File: src/rtl/control_unit_pkg.sv
// Shared constants for the multi-cycle control unit: opcodes, stage encoding,
// and the PC-source / ALU-op / stack-pointer select encodings.
package control_unit_pkg;

  localparam logic [5:0] opAnd   = 6'd0;
  localparam logic [5:0] opAdd   = 6'd1;
  localparam logic [5:0] opSub   = 6'd2;
  localparam logic [5:0] opAndi  = 6'd3;
  localparam logic [5:0] opAddi  = 6'd4;
  localparam logic [5:0] opLw    = 6'd5;
  localparam logic [5:0] opLwpoi = 6'd6;
  localparam logic [5:0] opSw    = 6'd7;
  localparam logic [5:0] opBgt   = 6'd8;
  localparam logic [5:0] opBlt   = 6'd9;
  localparam logic [5:0] opBeq   = 6'd10;
  localparam logic [5:0] opBne   = 6'd11;
  localparam logic [5:0] opJmp   = 6'd12;
  localparam logic [5:0] opCall  = 6'd13;
  localparam logic [5:0] opRet   = 6'd14;
  localparam logic [5:0] opPush  = 6'd15;
  localparam logic [5:0] opPop   = 6'd16;

  localparam logic [2:0] pcInc    = 3'd0;
  localparam logic [2:0] pcBranch = 3'd1;
  localparam logic [2:0] pcJump   = 3'd2;
  localparam logic [2:0] pcStack  = 3'd3;

  localparam logic [1:0] aluAnd = 2'b00;
  localparam logic [1:0] aluAdd = 2'b01;
  localparam logic [1:0] aluSub = 2'b10;

  localparam logic [1:0] spHold = 2'b00;
  localparam logic [1:0] spInc  = 2'b01;
  localparam logic [1:0] spDec  = 2'b10;

  typedef enum logic [2:0] {
    sIF  = 3'd0,
    sID  = 3'd1,
    sEX  = 3'd2,
    sMEM = 3'd3,
    sWB  = 3'd4
  } stateT;

  function automatic logic isAluOp(input logic [5:0] op);
    return op <= opAddi;
  endfunction

  function automatic logic isBranch(input logic [5:0] op);
    return (op >= opBgt) && (op <= opBne);
  endfunction

  // One-hot {IF, ID, EX, MEM, WB}
  function automatic logic [4:0] stageEnables(input stateT st);
    case (st)
      sIF:     return 5'b10000;
      sID:     return 5'b01000;
      sEX:     return 5'b00100;
      sMEM:    return 5'b00010;
      sWB:     return 5'b00001;
      default: return 5'b10000;
    endcase
  endfunction

endpackage

File: src/rtl/control_unit_if.sv
// Control bundle between the control unit (master) and the datapath (slave).
interface control_unit_if;
  logic [2:0] sigPCSrc;
  logic       sigDstReg;
  logic       sigRB;
  logic       sigENW;
  logic       sigALUSrc;
  logic [1:0] sigALUOp;
  logic       sigExt;
  logic [1:0] sigNewSP;
  logic       sigStackMem;
  logic       sigAddData;
  logic       sigMemR;
  logic       sigMemW;
  logic       sigWB;
  logic       sigWriteVal;
  logic       enIF, enID, enE, enMem, enWRB;
  logic       zeroFlag, negativeFlag, fullFlag, emptyFlag;
  logic [5:0] instructionCode;

  modport master (
    output sigPCSrc, sigDstReg, sigRB, sigENW, sigALUSrc, sigALUOp, sigExt,
           sigNewSP, sigStackMem, sigAddData, sigMemR, sigMemW, sigWB, sigWriteVal,
           enIF, enID, enE, enMem, enWRB,
    input  zeroFlag, negativeFlag, fullFlag, emptyFlag, instructionCode
  );

  modport slave (
    input  sigPCSrc, sigDstReg, sigRB, sigENW, sigALUSrc, sigALUOp, sigExt,
           sigNewSP, sigStackMem, sigAddData, sigMemR, sigMemW, sigWB, sigWriteVal,
           enIF, enID, enE, enMem, enWRB,
    output zeroFlag, negativeFlag, fullFlag, emptyFlag, instructionCode
  );
endinterface

File: src/rtl/control_unit_stage_sequencer.sv
// Stage sequencer: state register, per-opcode next-stage logic, registered one-hot enables.
//  state | meaning
//  sIF   | instruction fetch; opcode latched on exit
//  sID   | decode; JMP/NOP end here
//  sEX   | execute; branches resolve and end here
//  sMEM  | data memory / stack access; SW, PUSH, CALL, RET end here
//  sWB   | register-file write back
module stage_sequencer
  import control_unit_pkg::*;
(
  input  logic       clock,
  input  logic       reset,
  input  logic [5:0] opcode,
  output stateT      state,
  output logic       enIF,
  output logic       enID,
  output logic       enE,
  output logic       enMem,
  output logic       enWRB
);

  stateT      nextState;
  logic [4:0] enables;

  always_comb begin
    nextState = sIF;
    case (state)
      sIF: nextState = sID;
      sID: begin
        if (opcode == opCall || opcode == opRet)       nextState = sMEM;
        else if (opcode <= opPop && opcode != opJmp)   nextState = sEX;
        else                                           nextState = sIF;
      end
      sEX: begin
        if (isBranch(opcode))     nextState = sIF;
        else if (isAluOp(opcode)) nextState = sWB;
        else                      nextState = sMEM;
      end
      sMEM: begin
        if (opcode == opLw || opcode == opLwpoi || opcode == opPop) nextState = sWB;
        else                                                        nextState = sIF;
      end
      default: nextState = sIF;
    endcase
  end

  always_ff @(posedge clock or posedge reset) begin
    if (reset) begin
      state   <= sIF;
      enables <= 5'b10000;
    end else begin
      state   <= nextState;
      enables <= stageEnables(nextState);
    end
  end

  assign {enIF, enID, enE, enMem, enWRB} = enables;

endmodule

File: src/rtl/control_unit.sv
// Multi-cycle control unit: latches the opcode at fetch and decodes datapath
// selects and stage-gated strobes from the latched opcode, stage and flags.
module control_unit
  import control_unit_pkg::*;
(
  input  logic            clock,
  input  logic            reset,
  control_unit_if.master  bus
);

  stateT      state;
  logic [5:0] opcode;
  logic       taken;

  stage_sequencer uSequencer (
    .clock  (clock),
    .reset  (reset),
    .opcode (opcode),
    .state  (state),
    .enIF   (bus.enIF),
    .enID   (bus.enID),
    .enE    (bus.enE),
    .enMem  (bus.enMem),
    .enWRB  (bus.enWRB)
  );

  always_ff @(posedge clock or posedge reset) begin
    if (reset)             opcode <= opAnd;
    else if (state == sIF) opcode <= bus.instructionCode;
  end

  always_comb begin
    case (opcode)
      opBgt:   taken = bus.negativeFlag;
      opBlt:   taken = !bus.negativeFlag && !bus.zeroFlag;
      opBeq:   taken = bus.zeroFlag;
      opBne:   taken = !bus.zeroFlag;
      default: taken = 1'b0;
    endcase
  end

  always_comb begin
    bus.sigPCSrc    = pcInc;
    bus.sigDstReg   = 1'b0;
    bus.sigRB       = 1'b0;
    bus.sigENW      = 1'b0;
    bus.sigALUSrc   = 1'b0;
    bus.sigALUOp    = aluAnd;
    bus.sigExt      = 1'b0;
    bus.sigNewSP    = spHold;
    bus.sigStackMem = 1'b0;
    bus.sigAddData  = 1'b0;
    bus.sigMemR     = 1'b0;
    bus.sigMemW     = 1'b0;
    bus.sigWB       = 1'b0;
    bus.sigWriteVal = 1'b0;

    // In IF the latched opcode belongs to the previous instruction, so selects stay quiet.
    if (state != sIF) begin
      bus.sigDstReg   = (opcode == opAndi) || (opcode == opAddi) || (opcode == opLw);
      bus.sigRB       = (opcode == opSw) || (opcode == opPush);
      bus.sigALUSrc   = (opcode >= opAndi) && (opcode <= opSw);
      bus.sigExt      = (opcode != opAndi);
      bus.sigStackMem = (opcode >= opCall) && (opcode <= opPop);
      bus.sigAddData  = (opcode == opCall);
      bus.sigWB       = (opcode == opLw) || (opcode == opLwpoi) || (opcode == opPop);
      case (opcode)
        opAnd, opAndi:                     bus.sigALUOp = aluAnd;
        opAdd, opAddi, opLw, opLwpoi, opSw: bus.sigALUOp = aluAdd;
        opSub, opBgt, opBlt, opBeq, opBne: bus.sigALUOp = aluSub;
        default:                           bus.sigALUOp = aluAnd;
      endcase
    end

    case (state)
      sID: if (opcode == opJmp) bus.sigPCSrc = pcJump;
      sEX: if (isBranch(opcode) && taken) bus.sigPCSrc = pcBranch;
      sMEM: begin
        case (opcode)
          opLw, opLwpoi: bus.sigMemR = 1'b1;
          opSw:          bus.sigMemW = 1'b1;
          opPush: if (!bus.fullFlag) begin
            bus.sigMemW  = 1'b1;
            bus.sigNewSP = spInc;
          end
          opCall: begin
            bus.sigPCSrc = pcJump;
            if (!bus.fullFlag) begin
              bus.sigMemW  = 1'b1;
              bus.sigNewSP = spInc;
            end
          end
          opPop: if (!bus.emptyFlag) begin
            bus.sigMemR  = 1'b1;
            bus.sigNewSP = spDec;
          end
          // An empty stack turns RET into a plain fall-through.
          opRet: if (!bus.emptyFlag) begin
            bus.sigMemR  = 1'b1;
            bus.sigNewSP = spDec;
            bus.sigPCSrc = pcStack;
          end
          default: ;
        endcase
      end
      sWB: begin
        bus.sigENW = isAluOp(opcode) || (opcode == opLw) || (opcode == opLwpoi) ||
                     ((opcode == opPop) && !bus.emptyFlag);
        bus.sigWriteVal = (opcode == opLwpoi);
      end
      default: ;
    endcase
  end

endmodule

File: src/flat_wrapper.sv
// flat-port wrapper written by rule: the top's interface ports become plain ports
module control_unit_flat import control_unit_pkg::*;
  (clock, reset, bus_sigPCSrc, bus_sigDstReg, bus_sigRB, bus_sigENW, bus_sigALUSrc, bus_sigALUOp, bus_sigExt, bus_sigNewSP, bus_sigStackMem, bus_sigAddData, bus_sigMemR, bus_sigMemW, bus_sigWB, bus_sigWriteVal, bus_enIF, bus_enID, bus_enE, bus_enMem, bus_enWRB, bus_zeroFlag, bus_negativeFlag, bus_fullFlag, bus_emptyFlag, bus_instructionCode);
  control_unit_if bus_i ();
  input  logic clock;
  input  logic reset;
  output wire logic [$bits(bus_i.sigPCSrc)-1:0] bus_sigPCSrc;
  output wire logic [$bits(bus_i.sigDstReg)-1:0] bus_sigDstReg;
  output wire logic [$bits(bus_i.sigRB)-1:0] bus_sigRB;
  output wire logic [$bits(bus_i.sigENW)-1:0] bus_sigENW;
  output wire logic [$bits(bus_i.sigALUSrc)-1:0] bus_sigALUSrc;
  output wire logic [$bits(bus_i.sigALUOp)-1:0] bus_sigALUOp;
  output wire logic [$bits(bus_i.sigExt)-1:0] bus_sigExt;
  output wire logic [$bits(bus_i.sigNewSP)-1:0] bus_sigNewSP;
  output wire logic [$bits(bus_i.sigStackMem)-1:0] bus_sigStackMem;
  output wire logic [$bits(bus_i.sigAddData)-1:0] bus_sigAddData;
  output wire logic [$bits(bus_i.sigMemR)-1:0] bus_sigMemR;
  output wire logic [$bits(bus_i.sigMemW)-1:0] bus_sigMemW;
  output wire logic [$bits(bus_i.sigWB)-1:0] bus_sigWB;
  output wire logic [$bits(bus_i.sigWriteVal)-1:0] bus_sigWriteVal;
  output wire logic [$bits(bus_i.enIF)-1:0] bus_enIF;
  output wire logic [$bits(bus_i.enID)-1:0] bus_enID;
  output wire logic [$bits(bus_i.enE)-1:0] bus_enE;
  output wire logic [$bits(bus_i.enMem)-1:0] bus_enMem;
  output wire logic [$bits(bus_i.enWRB)-1:0] bus_enWRB;
  input wire logic [$bits(bus_i.zeroFlag)-1:0] bus_zeroFlag;
  input wire logic [$bits(bus_i.negativeFlag)-1:0] bus_negativeFlag;
  input wire logic [$bits(bus_i.fullFlag)-1:0] bus_fullFlag;
  input wire logic [$bits(bus_i.emptyFlag)-1:0] bus_emptyFlag;
  input wire logic [$bits(bus_i.instructionCode)-1:0] bus_instructionCode;
  assign bus_sigPCSrc = bus_i.sigPCSrc;
  assign bus_sigDstReg = bus_i.sigDstReg;
  assign bus_sigRB = bus_i.sigRB;
  assign bus_sigENW = bus_i.sigENW;
  assign bus_sigALUSrc = bus_i.sigALUSrc;
  assign bus_sigALUOp = bus_i.sigALUOp;
  assign bus_sigExt = bus_i.sigExt;
  assign bus_sigNewSP = bus_i.sigNewSP;
  assign bus_sigStackMem = bus_i.sigStackMem;
  assign bus_sigAddData = bus_i.sigAddData;
  assign bus_sigMemR = bus_i.sigMemR;
  assign bus_sigMemW = bus_i.sigMemW;
  assign bus_sigWB = bus_i.sigWB;
  assign bus_sigWriteVal = bus_i.sigWriteVal;
  assign bus_enIF = bus_i.enIF;
  assign bus_enID = bus_i.enID;
  assign bus_enE = bus_i.enE;
  assign bus_enMem = bus_i.enMem;
  assign bus_enWRB = bus_i.enWRB;
  assign bus_i.zeroFlag = bus_zeroFlag;
  assign bus_i.negativeFlag = bus_negativeFlag;
  assign bus_i.fullFlag = bus_fullFlag;
  assign bus_i.emptyFlag = bus_emptyFlag;
  assign bus_i.instructionCode = bus_instructionCode;
  control_unit u_core (.clock(clock), .reset(reset), .bus(bus_i));
endmodule
File: config.mk
export PLATFORM = sky130hd
export DESIGN_NAME = control_unit_flat
export DESIGN_NICKNAME = d
export VERILOG_FILES = /design/src/rtl/control_unit_pkg.sv /design/src/rtl/control_unit_if.sv /design/src/rtl/control_unit_stage_sequencer.sv /design/src/rtl/control_unit.sv /design/src/flat_wrapper.sv
export SDC_FILE = /design/constraint.sdc
export NUM_CORES = 1
export LEC_CHECK = 0
export CORE_MARGIN = 1
export CORE_UTILIZATION = 49
export DETAILED_ROUTE_END_ITERATION = 8
export PLACE_DENSITY = 0.81
export SETUP_SLACK_MARGIN = 0.15
export SLEW_MARGIN = 20
export SYNTH_ARGS = -nofsm -noshare
export SYNTH_HDL_FRONTEND = slang
export SYNTH_SLANG_ARGS = --single-unit
File: constraint.sdc
create_clock -name clock -period 2.96 [get_ports clock]
set_clock_uncertainty 0.1 [all_clocks]
set_input_delay 0.592 -clock clock [delete_from_list [all_inputs] [get_ports clock]]
set_output_delay 0.592 -clock clock [all_outputs]
set_load 0.05 [all_outputs]
-- Yosys cells after proc, flatten, opt, wreduce, memory -nomap -nowiden
Memories as Yosys holds them, arrays and structs flattened.
Cells that the tools add are included.
- bits in registers: 14
- memory bits (read-only): 32
- input bits: 12
- output and inout port bits: 23
- word-level logic and storage cells: 94
- memories: 1
- $lt $le $gt $ge: 7
- equality and inequality tests: 24
- muxes and demuxes: 34
- reduce and logical (&&, ||, !) cells: 25
- memories (name ; depth ; bits a word ; rd ports ; clocked after Yosys merged registers in ; wr ports ; line ; source):
    (no name shown) ; 16 ; 2 ; 1 ; 0 ; 0 ; control_unit.sv:67 ; case (opcode)
- operators with widths (kind ; count):
    $eq A6 B4 Y1 const B ; 8
    $eq A6 B3 Y1 const B ; 4
    $pmux W5 S4 ; 1
    $mux W2 ; 8
    $mux W1 ; 15
    $eq A3 B2 Y1 const B ; 4
    $ge A6 B4 Y1 const B ; 2
    $le A6 B3 Y1 const B ; 2
    $pmux W3 S4 ; 1
    $logic_or A1 B1 Y1 ; 9
    $mux W3 ; 3
    $pmux W3 S3 ; 1
    $logic_and A1 B1 Y1 ; 7
    $eq A3 B1 Y1 const B ; 2
    $eq A3 B3 Y1 const B ; 2
    $eq A6 B2 Y1 const B ; 1
    $eq A6 B5 Y1 const B ; 1
    $ge A6 B2 Y1 const B ; 1
    $le A6 B4 Y1 const B ; 1
    $le A6 B5 Y1 const B ; 1
    $ne A6 B2 Y1 const B ; 1
    $ne A6 B4 Y1 const B ; 1
    $pmux W3 S2 ; 1
    $reduce_or A2 Y1 ; 3
    other kinds (7) ; 10

-- Longest topological paths before layout
Gate-level depths: netlist of run 1.
- depth in word-level cells: 7
- depth in mapped cells: 7
- gate-level depth less buffers: 5

-- By module
From an unflattened synthesis of run 1, not the netlist that was laid out.
- cell total of the unflattened synthesis: 119
- area, all modules: 1042.2 um^2
- by module, submodules not included (module ; instances ; cells an instance ; area each (um^2) ; seq. area each (um^2)):
    control_unit ; 1 ; 82 ; 640.6 ; 150.1
    stage_sequencer ; 1 ; 37 ; 401.6 ; 201.4

-- Worst setup path after synthesis of run 1
OpenSTA, ideal clock, no wires.
- path kind: reg-to-output
- start: register u_core.opcode[0]
- end: output bus_sigWB
- data arrival time: 2.578 ns
- slack: -0.310 ns
- stages on the path, launching flop included: 5
- cells stage by stage: dfrtp_1 -> buf_6 -> or4b_1 -> o211a_1 -> nor4_1
- longest elaborated chain between the ends: 4
- ends and longest elaborated chain (element ; line ; source):
    from (decl) ; control_unit.sv:12 ; logic [5:0] opcode;
    from (signal assigned) ; control_unit.sv:28 ; if (reset) opcode <= opAnd;
    from (signal assigned) ; control_unit.sv:29 ; else if (state == sIF) opcode <= bus.instructionCode;
    $eq A6 B3 Y1 ; control_unit.sv:66 ; bus.sigWB = (opcode == opLw) || (opcode == opLwpoi) || (opcode == opPop);
    $logic_or A1 B1 Y1 ; control_unit.sv:66 ;
    $logic_or A1 B1 Y1 (*) ; control_unit.sv:66 ;
    $mux W1 (*) ; control_unit.sv:59 ; if (state != sIF) begin
    to (decl) ; flat_wrapper.sv:19 ; output wire logic [$bits(bus_i.sigWB)-1:0] bus_sigWB;
Every way passes the cells marked *; elsewhere a longest branch is shown, timed or not.

-- Worst setup path after layout of run 1
- start: register u_core.opcode[5]
- end: output bus_sigMemR
- longest elaborated chain between the ends: 4
- ends and longest elaborated chain (element ; line ; source):
    $eq A6 B4 Y1, or another cell as far along ; control_unit.sv:79 ; case (opcode)
    $reduce_or A2 Y1, on equally long branches ; n/a ;
    $pmux W1 S2 (*) ; control_unit.sv:79 ;
    $mux W1 (*) ; control_unit.sv:75 ; case (state)
    to (decl) ; flat_wrapper.sv:17 ; output wire logic [$bits(bus_i.sigMemR)-1:0] bus_sigMemR;
Marked as above.

==> impl_metrics.py, run 1 <==
metrics = {
    "run_status": {
        "outcome": "complete, no violations",
    },
    "place": {
        "numPortBuffers": 33,
        "dp.cells": 190,
        "gpl.final_weighted_congestion": 0.900,
        "dpl_worst_slack_ns": 0.360,
        "place_hpwl_mm": 2.08,
    },
    "sta": {
        "min_period_over_period_pct": 93.3,
        "worst-slew-pin-transition_ns": 0.560,
        "timing.final.crit_period_ns": 2.76,
        "fmaxAchievable_mhz": 362,
        "timing.slew.headroom_pct": 62.6,
        "final.setup.worst_slack_ns": 0.199,
        "fin_setup_tns_ns": 0,
        "report.final.hold_viol_count": 0,
        "report.final.setup_viol": 0,
        "whs_ns": 0.483,
        "rsz0062_at_grt": "yes",
        "drv_slew": 0,
    },
    "logic_synthesis": {
        "postSynthAreaPerCell_um2": 7.79,
        "synthesis.nets": 151,
        "ys_top_cells_by_area": "sky130_fd_sc_hd__dfrtp_1, sky130_fd_sc_hd__nand2_1, sky130_fd_sc_hd__a21oi_1",
        "syn_inst": 139,
        "synth.ff_latch_count": 14,
        "ys.flop_type": "sky130_fd_sc_hd__dfrtp_1",
        "synth_enable_flop_cells": 0,
        "mappedNetlistArea_um2": 1080,
        "synth.lib_cells_used.distinct": 42,
        "post_synthesis_sequential_area_ratio_pct": 32.5,
        "cell_taking_the_most_area_after_synthesis": "sky130_fd_sc_hd__dfrtp_1",
        "asyncSetResetFlopFracSynth_pct": 100,
        "ys.warnings.count": 0,
        "yosysTopAreaCellShare_pct": 30.1,
    },
    "detailed_routing": {
        "routed_wire_length_per_instance_um": 14.0,
        "post-route-drc-count": 0,
        "postRouteAntennaNets": 0,
        "drt_via_density": 5.71,
        "drt_first_pass_iters": 4,
        "detail_route.iter0.violations": 36,
        "routed_wirelength_mm": 2.73,
        "vias": 1108,
    },
    "setup_path": {
        "cpLargestDelayFamily": "compound AO/OA/AOI/OAI gates",
        "critPathSlowestCell": "sky130_fd_sc_hd__dfrtp_1",
        "start_kind": "register",
        "delay_contributed_by_the_slowest_stage_of_the_critical_path_ns": 0.45,
        "worstSetupPathType": "register to output port",
        "crit_required_ns": 2.27,
        "worst_ep_arrival_time_ns": 2.07,
        "list_of_cells_traversed_by_the_critical_path": "buf_4 > nor2_2 > nand4b_1 > o22a_1 > a21oi_1 > buf_12",
        "critPathMaxFanout": 7,
        "timing.critical_path.buf_inv": 2,
        "timing.critical_path.to_type": "output port",
    },
    "die": {
        "die_area_um2": 2400,
        "die_w_um": 49.0,
        "fp.dieH_um": 49.0,
        "num_rows": 16,
        "pin_count": 35,
        "start_util_pct": 53.5,
        "core_box_area_um2": 2020,
    },
    "power": {
        "power_density_of_the_placed_cells_nw_per_um2": 1100,
        "cellLeakagePower_nw": 0.639,
        "worst_ir_drop_vdd_v": 0.000868,
        "p_total_mw": 1.63,
    },
    "global_routing": {
        "via_count_of_the_first_global_routing_pass": 1024,
        "pin_count_of_the_biggest_net_entering_global_routing": 19,
        "number_of_antenna_violations_at_the_first_check_in_global_routing": 0,
        "global_route_usage_sum_pct": 24.3,
        "grt_overflow": 0,
        "global_route_wire_length_before_repair_mm": 4.53,
    },
    "clock_tree": {
        "root_buffer": "sky130_fd_sc_hd__clkbuf_4",
        "clock_insertion_delay_worst_skew_ns": 0.28,
        "cts_buffers": 3,
        "cts.clk_slew.worst_paths_ns": 0.08,
        "cts_max_level": 1,
        "cts_tree": "yes",
        "cts_num_sinks": 14,
        "cts_post_setup_buffers_inserted": 0,
        "clk_path_buf_depth": 2,
    },
    "min_path": {
        "worst_hold_path_type": "register to register",
    },
    "final_layout": {
        "layout-drive-gt1-share_pct": 23.4,
        "insertedDiodeCount": 0,
        "layout.nets": 180,
        "final_cells": 194,
        "syn_to_final_growth_pct": 36.8,
    },
    "job": {
        "cap_violations": 0,
    },
}
## cells in the mapped netlist, types with 2 or more instances
| cell | count |
|---|---|
| sky130_fd_sc_hd__nand4_1 | 2 |
| sky130_fd_sc_hd__and3_1 | 3 |
| sky130_fd_sc_hd__nand3b_1 | 2 |
| sky130_fd_sc_hd__buf_4 | 3 |
| sky130_fd_sc_hd__a211oi_1 | 2 |
| sky130_fd_sc_hd__o21ai_0 | 6 |
| sky130_fd_sc_hd__nor3_1 | 2 |
| sky130_fd_sc_hd__a21oi_1 | 12 |
| sky130_fd_sc_hd__nand2b_1 | 3 |
| sky130_fd_sc_hd__nand3_1 | 2 |
| sky130_fd_sc_hd__nor2_1 | 15 |
| sky130_fd_sc_hd__clkbuf_1 | 5 |
| sky130_fd_sc_hd__nand4b_1 | 2 |
| sky130_fd_sc_hd__nand2_1 | 26 |
| sky130_fd_sc_hd__buf_2 | 4 |
| sky130_fd_sc_hd__buf_6 | 3 |
| sky130_fd_sc_hd__dfrtp_1 | 13 |
| sky130_fd_sc_hd__inv_1 | 3 |
| sky130_fd_sc_hd__or3_1 | 4 |
| sky130_fd_sc_hd__nor4_1 | 2 |
| sky130_fd_sc_hd__nor2b_1 | 4 |
## final timing paths
path	from	to	slack [ns]	depth (start not counted)
worst max register to register	u_core.opcode[0]	u_core.uSequencer.enables[0]	1.05	5
worst max-delay path	u_core.opcode[5]	bus_sigMemR	0.20	6
worst min-delay path	u_core.uSequencer.state[2]	u_core.uSequencer.state[2]	0.48	1
min in group asynchronous	reset	u_core.uSequencer.enables[3]	0.53	2
max in group asynchronous	reset	u_core.opcode[0]	1.86	2
worst min register to register	u_core.uSequencer.state[2]	u_core.uSequencer.state[2]	0.48	1
## worst reg2reg max path, stage by stage (launching register included)
cell and delay (ns):
sky130_fd_sc_hd__dfrtp_2 0.46, sky130_fd_sc_hd__buf_4 0.19, sky130_fd_sc_hd__or4b_1 0.53, sky130_fd_sc_hd__o211a_1 0.19
sky130_fd_sc_hd__nand4b_4 0.19, sky130_fd_sc_hd__a21oi_1 0.17
## cell families after synthesis
kind of cell,count (synthesis),share of synthesized area (%)
xor+xnor,1,0.809
buf+inv,19,10.2
flops,14,32.5
other cells,1,0.346
compound gates,29,16.6
simple gates,75,39.5
## sequential cells by signal, indices dropped and copies added, names as in the netlist
register	count
u_core.opcode	6
u_core.uSequencer.state	3
u_core.uSequencer.enables	5
## routing by layer
metal	up-vias	track usage (%)	share of wire, %
li1	534	-	-
met1	514	30.3	39
met2	56	42.6	52
met3	4	4.98	7.7
met4	0	5.88	0.95
met5	-	0	0
## layout by cell type (no fill, tap or decap), drive strengths merged, types with 4 or more instances in the layout
cell type / netlist / routed
nand2: 26 / 26
clkbuf: 5 / 4
or3: 4 / 4
o21ai: 6 / 6
buf: 10 / 22
nor2b: 4 / 4
a21oi: 12 / 12
inv: 4 / 4
clkdlybuf4s50: 0 / 16
nor2: 15 / 15
dfrtp: 13 / 13
## cell type report
type,instances,area [um^2]
multi-input combinational,106,654
fill,164,542
timing repair buffer,39,397
sequential,14,354
tap,27,33.8
clock buffer,4,26.3
inverter,4,15.0
## through the flow
step                      instance area, um^2  utilization (%)
after floorplan                          1100                -
after global placement                   1440             71.3
after detailed placement                 1440             71.3
after CTS                                1470             72.5
after global routing                     1480             73.2
final                                    1480             73.2
## timing repair
action,in CTS,in global routing
hold buffers,0,0
resized for setup,1,4
endpoints found under the setup margin,2,4
## report_power, final
part | total [mW] | internal (mW) | switching (mW) | leakage (nW)
clock | 0.112 | 0.0523 | 0.0595 | 0.0150
combinational | 1.10 | 0.397 | 0.699 | 0.450
sequential | 0.421 | 0.279 | 0.142 | 0.173
total | 1.63 | 0.729 | 0.900 | 0.639
No activity file was read; power rests on OpenSTA's default activity.
==> run 2, diff against run 1 <==
Settings changed: CELL_PAD_IN_SITES_DETAIL_PLACEMENT from default to 1, CELL_PAD_IN_SITES_GLOBAL_PLACEMENT from default to 1, CORE_UTILIZATION 49 to 35, GPL_ROUTABILITY_DRIVEN from default to 0, GPL_TIMING_DRIVEN from default to 1.
==> impl_metrics.py, run 2 (synthesized netlist as in run 1, its figures left out) <==
metrics = {
    "run_status": {
        "outcome": "finished with violations",
        "failed_checks": "design-rule violations",
    },
    "power": {
        "share_clk_of_total_power_pct": 6.6,
        "sw_ratio_pct": 54.8,
        "p_int_mw": 0.758,
        "cellLeakagePower_nw": 0.658,
        "power.share.combinational_pct": 69.2,
        "power_density_of_the_placed_cells_nw_per_um2": 1110,
        "worst_ir_drop_vdd_v": 0.000505,
        "switching_power_total_mw": 0.921,
        "seq_power_share_pct": 24.2,
    },
    "detailed_routing": {
        "routed_wire_length_per_instance_um": 16.2,
        "drt_first_pass_iters": 6,
        "routed_wirelength_mm": 3.28,
        "vias": 1125,
        "post-route-drc-count": 2,
        "postRouteAntennaNets": 0,
        "detail_route.iter0.violations": 25,
        "drt_via_density": 5.57,
    },
    "sta": {
        "fin_setup_tns_ns": 0,
        "fmaxAchievable_mhz": 365,
        "worst-slew-pin-transition_ns": 0.525,
        "min_period_over_period_pct": 92.5,
        "report.final.setup_viol": 0,
        "drv_slew": 0,
        "timing.final.crit_period_ns": 2.74,
        "rsz0062_at_grt": "yes",
        "timing.slew.headroom_pct": 65.0,
        "report.final.hold_viol_count": 0,
    },
    "setup_path": {
        "cpLargestDelayFamily": "simple AND/OR/NAND/NOR gates",
        "critPathSlowestCell": "sky130_fd_sc_hd__or4bb_1",
        "crit_required_ns": 2.27,
        "list_of_cells_traversed_by_the_critical_path": "buf_4 > or4bb_1 > o211a_1 > nor4_2 > buf_12",
        "delay_contributed_by_the_slowest_stage_of_the_critical_path_ns": 0.51,
        "worst_ep_arrival_time_ns": 2.05,
        "timing.critical_path.to_type": "output port",
        "critPathMaxFanout": 10,
        "worstSetupPathType": "register to output port",
        "start_kind": "register",
        "timing.critical_path.buf_inv": 2,
    },
    "place": {
        "place_hpwl_mm": 2.42,
        "numPortBuffers": 33,
        "dp.cells": 195,
    },
    "final_layout": {
        "layout-drive-gt1-share_pct": 25.1,
        "top_register": "u_core.opcode",
        "most_common_cell_after_layout_fill_and_taps_aside": "sky130_fd_sc_hd__nand2_1",
        "layout.nets": 184,
        "final_cells": 202,
        "layout_common_cells": "sky130_fd_sc_hd__nand2_1, sky130_fd_sc_hd__buf_4, sky130_fd_sc_hd__clkdlybuf4s50_1",
        "syn_to_final_growth_pct": 39.2,
        "largest_registers_in_the_final_layout": "u_core.opcode (6), u_core.uSequencer.enables (5), u_core.uSequencer.state (3)",
        "largest_register_ff_count": 6,
        "filler_cell_count": 362,
        "insertedDiodeCount": 0,
    },
    "global_routing": {
        "number_of_antenna_violations_at_the_first_check_in_global_routing": 0,
        "global_route_wire_length_before_repair_mm": 5.42,
        "grt_util_met1_pct": 27.6,
        "grt.met2_usage_pct": 33.9,
        "top_usage_layer": "met2",
        "grtUsageMet3_pct": 6.70,
        "via_count_of_the_first_global_routing_pass": 1152,
        "global_route_usage_sum_pct": 21.1,
        "grt_overflow": 0,
        "pin_count_of_the_biggest_net_entering_global_routing": 15,
    },
    "die": {
        "fp.dieH_um": 57.6,
        "pin_count": 35,
        "start_util_pct": 37.9,
        "num_rows": 19,
        "die_w_um": 57.6,
        "die_area_um2": 3320,
        "core_box_area_um2": 2850,
    },
    "clock_tree": {
        "cts_tree": "yes",
        "clk_path_buf_depth": 2,
        "clock_insertion_delay_worst_skew_ns": 0.28,
        "root_buffer": "sky130_fd_sc_hd__clkbuf_4",
        "cts_buffers": 3,
        "cts.clk_slew.worst_paths_ns": 0.08,
        "cts_max_level": 1,
        "cts_hold_repair.buffers": 0,
        "cts_num_sinks": 14,
    },
    "job": {
        "cap_violations": 0,
    },
    "min_path": {
        "worst_hold_path_type": "register to register",
    },
}
==> run 2: changes by cell type in the layout (fill, tap and decap cells not counted) <==
cell | previous run | this run
sky130_fd_sc_hd__nor4_4 | 1 | 0
sky130_fd_sc_hd__nor4_2 | 1 | 2
sky130_fd_sc_hd__buf_4 | 17 | 21
==> run 2: power groups by stage <==
| stage | clock (mW) | sequential (mW) | combinational [mW] |
|---|---|---|---|
| 2_1_floorplan | 0 | 0.396 | 0.838 |
| 3_3_place_gp | 0 | 0.398 | 1.08 |
| 3_5_place_dp | 0 | 0.406 | 1.11 |
| 4_1_cts | 0.117 | 0.403 | 1.12 |
| 5_1_grt | 0.129 | 0.419 | 1.25 |
| 6_report | 0.110 | 0.406 | 1.16 |
==> run 2: timing repair <==
item                                    CTS  global route
buffers inserted                          0             3
endpoints found under the setup margin    2             4
pin swaps                                 0             1
gates resized for setup                   2             2
==> run 2: final timing paths <==
check                      slack (ns)             start  depth (start not counted)                      endpoint
max                              0.22  u_core.opcode[4]                          5                     bus_sigWB
min                              0.46  u_core.opcode[2]                          2              u_core.opcode[2]
max reg2reg                      1.03  u_core.opcode[2]                          6  u_core.uSequencer.enables[4]
min reg2reg                      0.46  u_core.opcode[2]                          2              u_core.opcode[2]
max in group asynchronous        1.84             reset                          2              u_core.opcode[0]
min in group asynchronous        0.55             reset                          2              u_core.opcode[4]
==> run 2: metal layers <==
layer / up-vias / routed length [um]
met2: 30 / 1660
met1: 543 / 1470
met4: 0 / 19
li1: 548 / -
met5: - / 0
met3: 4 / 133
==> run 2: cell type report <==
| class | count | area [um^2] | share of cell area, % |
|---|---|---|---|
| repair buffers | 43 | 427 | 28.3 |
| flip-flops and latches | 14 | 354 | 23.5 |
| inverters | 4 | 15.0 | 0.997 |
| well taps | 31 | 38.8 | 2.57 |
| clock buffers | 4 | 26.3 | 1.74 |
| multi-input cells | 106 | 646 | 42.9 |
==> run 2: tightest hold or removal path, cell delays in order (launching register included) <==
cell and delay [ns]:
sky130_fd_sc_hd__dfrtp_2 0.42, sky130_fd_sc_hd__nand2_1 0.06, sky130_fd_sc_hd__nand2_1 0.05
==> run 2: through the flow <==
stage	hold slack, ns	cell area, um^2	utilization [%]	worst slack [ns]	power [mW]
floorplan	0.381	1100	-	0.278	1.23
global placement	0.462	1450	51.0	0.385	1.48
detailed placement	0.493	1450	51.0	0.322	1.52
CTS	0.504	1480	51.9	0.177	1.64
global route	0.505	1510	52.8	0.116	1.80
finish	0.456	1510	52.8	0.223	1.68
==> run 3, diff against run 2 <==
Settings changed: CORE_UTILIZATION 35 to 29, PLACE_DENSITY 0.81 to 0.72.
Clock period 2.96 ns to 2.4 ns, I/O delays scaled along.
==> impl_metrics.py, run 3 (synthesized netlist as in run 1, its figures left out) <==
metrics = {
    "detailed_routing": {
        "drt_first_pass_iters": 4,
        "vias": 1325,
        "postRouteAntennaNets": 0,
        "drt_via_density": 5.43,
        "detail_route.iter0.violations": 49,
        "routed_wirelength_mm": 4.94,
        "routed_wire_length_per_instance_um": 20.2,
        "post-route-drc-count": 0,
    },
    "sta": {
        "min_period_over_period_pct": 102,
        "drv_slew": 0,
        "report.final.setup_viol": 1,
        "whs_ns": 0.478,
        "timing.final.crit_period_ns": 2.44,
        "fmaxAchievable_mhz": 410,
        "report.final.hold_viol_count": 0,
        "fin_setup_tns_ns": -0.0364,
        "rsz0062_at_grt": "yes",
        "final.setup.worst_slack_ns": -0.0364,
        "timing.slew.headroom_pct": 64.4,
        "worst-slew-pin-transition_ns": 0.534,
    },
    "setup_path": {
        "crit_required_ns": 1.82,
        "list_of_cells_traversed_by_the_critical_path": "or4b_4 > o211a_4 > nor4_4 > buf_12",
        "worstSetupPathType": "register to output port",
        "worst_ep_arrival_time_ns": 1.86,
        "r2r_start": "u_core.opcode[2]",
        "delay_contributed_by_the_slowest_stage_of_the_critical_path_ns": 0.56,
        "timing.critical_path.to_type": "output port",
        "critPathSlowestCell": "sky130_fd_sc_hd__or4b_4",
        "critical_path.startpoint": "u_core.opcode[2]",
        "critPathMaxFanout": 6,
        "start_kind": "register",
    },
    "final_layout": {
        "syn_to_final_growth_pct": 93.5,
        "layout_common_cells": "sky130_fd_sc_hd__buf_4, sky130_fd_sc_hd__nand2_1, sky130_fd_sc_hd__clkdlybuf4s50_1",
        "largest_registers_in_the_final_layout": "u_core.opcode (6), u_core.uSequencer.enables (5), u_core.uSequencer.state (3)",
        "filler_cell_count": 399,
        "stdcell_area_um2": 2090,
        "finalCoreUtilization_pct": 60.9,
        "top_register": "u_core.opcode",
        "layout.nets": 211,
        "layout-drive-gt1-share_pct": 52.5,
        "most_common_cell_after_layout_fill_and_taps_aside": "sky130_fd_sc_hd__buf_4",
        "largest_register_ff_count": 6,
        "insertedDiodeCount": 0,
    },
    "run_status": {
        "outcome": "finished with violations",
        "failed_checks": "negative setup slack",
    },
    "global_routing": {
        "global_route_wire_length_before_repair_mm": 7.29,
        "pin_count_of_the_biggest_net_entering_global_routing": 15,
        "via_count_of_the_first_global_routing_pass": 1448,
        "global_route_usage_sum_pct": 24.1,
        "number_of_antenna_violations_at_the_first_check_in_global_routing": 0,
        "grt_overflow": 0,
    },
    "clock_tree": {
        "cts_num_sinks": 14,
        "root_buffer": "sky130_fd_sc_hd__clkbuf_8",
        "clock_insertion_delay_worst_skew_ns": 0.25,
        "cts_max_level": 1,
        "clk_path_buf_depth": 2,
        "cts.clk_slew.worst_paths_ns": 0.06,
        "cts_buffers": 3,
        "cts_tree": "yes",
    },
    "power": {
        "cellLeakagePower_nw": 0.861,
        "power_density_of_the_placed_cells_nw_per_um2": 1430,
        "worst_ir_drop_vdd_v": 0.000712,
        "p_total_mw": 2.99,
    },
    "place": {
        "dpl_cell_area_um2": 1660,
        "numPortBuffers": 33,
        "place_hpwl_mm": 2.71,
    },
    "die": {
        "die_area_um2": 3980,
        "die_w_um": 63.1,
        "num_rows": 21,
        "fp.dieH_um": 63.1,
        "core_box_area_um2": 3440,
        "pin_count": 35,
        "start_util_pct": 31.4,
    },
    "job": {
        "cap_violations": 0,
    },
    "min_path": {
        "worst_hold_path_type": "primary input to asynchronous set/reset pin",
    },
}
==> run 3: cell count changes in the layout (fill, tap and decap cells not counted), moves of 4 or more <==
cell,change
sky130_fd_sc_hd__nor2_4,+4
sky130_fd_sc_hd__dfrtp_2,+6
sky130_fd_sc_hd__buf_12,+9
sky130_fd_sc_hd__buf_4,+10
sky130_fd_sc_hd__dfrtp_1,-6
sky130_fd_sc_hd__buf_6,+7
sky130_fd_sc_hd__nor2_1,-7
sky130_fd_sc_hd__a21oi_1,-5
sky130_fd_sc_hd__a21oi_2,+5
==> run 3: layer usage <==
layer	vias to the layer above	track usage (%)	share of wire (%)
li1	600	-	-
met1	644	25.2	36
met2	53	44.1	52
met3	28	5.98	5.3
met4	0	12.5	5.9
met5	-	0	0
==> run 3: worst max-delay path, delay by kind of cell, from the launching register on <==
kind,cells,cell delay [ns]
AOI/OAI and AO/OA,1,0.17
buffers and inverters,1,0.18
DFF,1,0.45
and+or+nand+nor,2,0.79
==> run 3: timing repair <==
item,CTS,global route
setup endpoints to repair,15,15
setup buffers,19,7
gates resized for setup,28,27
hold buffers,0,0
endpoints found under the hold margin,0,0
pin swaps,6,12
==> run 3: final timing paths <==
kind | endpoint | slack [ns] | cells past startpoint
max | bus_sigWB | -0.04 | 4
min | u_core.uSequencer.enables[3] | 0.48 | 2
max reg2reg | u_core.uSequencer.enables[0] | 0.46 | 6
min reg2reg | u_core.uSequencer.state[2] | 0.53 | 2
max in group asynchronous | u_core.uSequencer.state[0] | 1.33 | 2
min in group clock | u_core.uSequencer.state[2] | 0.53 | 2
==> run 3: stage by stage <==
stage	worst slack, ns	cells
after global placement	0.115	214
after global routing	-0.0676	244
final	-0.0364	244
after CTS	0.0321	237
after detailed placement	-0.00305	214
after floorplan	-0.141	139
==> run 3: cell type report <==
type / instances / area (um^2) / share of cell area, %
clock buffer: 4 / 45.0 / 2.15
inverter: 4 / 17.5 / 0.836
multi-input combinational: 106 / 822 / 39.2
sequential: 14 / 362 / 17.3
tap: 46 / 57.6 / 2.75
timing repair buffer: 70 / 791 / 37.8
==> run 3: report_power, final <==
| part | internal (mW) | switching (mW) |
|---|---|---|
| registers | 0.357 | 0.147 |
| clock network | 0.117 | 0.0850 |
| logic | 0.988 | 1.30 |
==> RTL edit: new RTL, settings of run 2 <==
Re-encode `stateT` (5 states) as Gray code, 3 bits wide.
--- a/src/rtl/control_unit_pkg.sv
+++ b/src/rtl/control_unit_pkg.sv
@@ -36,7 +36,7 @@
   typedef enum logic [2:0] {
-    sIF  = 3'd0,
-    sID  = 3'd1,
-    sEX  = 3'd2,
-    sMEM = 3'd3,
-    sWB  = 3'd4
+    sIF  = 3'b000,
+    sID  = 3'b001,
+    sEX  = 3'b011,
+    sMEM = 3'b010,
+    sWB  = 3'b110
   } stateT;
Check against the original RTL: no difference found for any inputs over 10 cycles, from zero or initial values and one cycle with reset high; not proved beyond that.
==> RTL edit against run 2 <==
- the flow still finishes with violations (DRC)
- total power is 6.0% lower
- via count down 5.7%
- setup slack lost 76 ps
- routed wire length decreased by 5.3%
- sequential share of layout area down 0.29 points
- area after synthesis decreased by 2.3%
- clock power increased by 18%
- cell area is 1.2% higher
- sequential cell count unchanged
- largest power group unchanged
==> RTL edit: results (changes against run 2) <==
metric;value;unit;change
path_clk_slew;80;ps;about the same
switchingPower;0.0008229;W;-11%
ir_drop;0.4867;mV;-3.7%
cts_buffers;3;;unchanged
final_nets;162;;-12%
multi_input_gates;90;;-15%
seq_cells;14;;unchanged
synth-seq-area-share;33.25;%;+0.77 points
hpwl;2367;µm;-2.2%
critPathArrivalTime;2120;ps;+70 ps
hp-class;primary input to asynchronous set/reset pin;;
nFillCells;330;;-8.8%
netlist_top_cells_count;13 x dfrtp_1, 10 x nor2_1, 10 x nor3_1;;
violations;DRC;;
antenna_found_initial;0;;unchanged
ys_top_cells_by_area;dfrtp_1 31%, mux2_2 7.5%, nor3_1 4.7%;;
ys_warn_count;0;;unchanged
buffers;38;;-12%
pg_comb;0.00101;W;-13%
num-nonclk-inverters;3;;-1
insertion_delay;260;ps;-20 ps
pwr-share-clk;8.2;%;+1.6 points
p_leak;0.5929;nW;-9.9%
run_status;finished with violations;;
crit_slowest_cell;clkdlybuf4s50_1;;
grt_pass1_wl;5444;µm;+0.39%
path_max_fanout;4;;-6
slew_headroom;66.24;%;+1.3 points
vias;1061;;-5.7%
reg2regPathDepth;5;;-1
track_usage;20.92;%;-0.23 points
crit_family;buffers and inverters;;
nClkBuffers;4;;unchanged
post_cts_resized;0;;-2
drt_iter0_drc;33;;+32%
final-seq-area;354.1;µm²;unchanged
grt_max_degree;26;;+11
post_drt_wl_per_cell;17.27;µm;+6.3%
buffer_area_share;27.07;%;-1.3 points
syn_nets;132;;-13%
multiInputGateArea;671.9;µm²;+4.1%
max_stage_delay;480;ps;-30 ps
post_route_cells_drive_above_1_share;34.90;%;+9.8 points
clockNetworkAreaShare;2.379;%;+0.63 points
drc;5;;+3
synth.distinct_cells;48;;+14%
RTL edit: changes by cell type after synthesis, moves of 3 or more:
cell / delta
nor4b_1: +3
nor2_1: -5
or3_1: -3
nand2_1: -22
nor3_1: +8
and3_1: -3
mux2_2: +7
a21oi_1: -8
RTL edit: cell families after synthesis:
logic type	Yosys count	share of synthesized area, %
and+or+nand+nor	56	33.26
AOI/OAI and AO/OA	25	17.40
buffers and inverters	16	7.337
DFF	14	33.25
muxes	8	8.403
other	1	0.3547
RTL edit: final timing paths:
| check | start | slack, ps | endpoint |
|---|---|---|---|
| min in group clock | u_core.opcode[4]$_DFFE_PP0N_ | 660 | u_core.opcode[4]$_DFFE_PP0N_ |
| worst min register to register | u_core.opcode[4]$_DFFE_PP0N_ | 660 | u_core.opcode[4]$_DFFE_PP0N_ |
| worst max register to register | u_core.opcode[5]$_DFFE_PP0N_ | 1040 | u_core.uSequencer.enables[4]$_DFF_PP1_ |
| worst min-delay path | reset | 550 | u_core.opcode[2]$_DFFE_PP0N_ |
| worst max-delay path | bus_emptyFlag | 150 | bus_sigENW |
| max in group asynchronous | reset | 1850 | u_core.opcode[1]$_DFFE_PP0N_ |
RTL edit: per-stage QoR:
stage	cells	power, W	setup slack, ps	instance area [µm²]	utilization [%]
after floorplan	120	0.001153	96.94	1099	-
after global placement	176	0.001397	253.5	1484	52.90
after detailed placement	176	0.001451	142.3	1484	52.90
after CTS	180	0.001584	154.0	1520	54.19
after global routing	180	0.001692	91.93	1525	54.37
final	180	0.001578	147.2	1525	54.37
RTL edit: routing by layer:
layer / vias up / share of wire [%] / global-route usage (%)
met2: 27 / 52 / 36.30
met1: 521 / 44 / 28.80
met4: 0 / 2.2 / 5.575
met5: - / 0 / 0
li1: 507 / - / -
met3: 6 / 2.6 / 0.6803
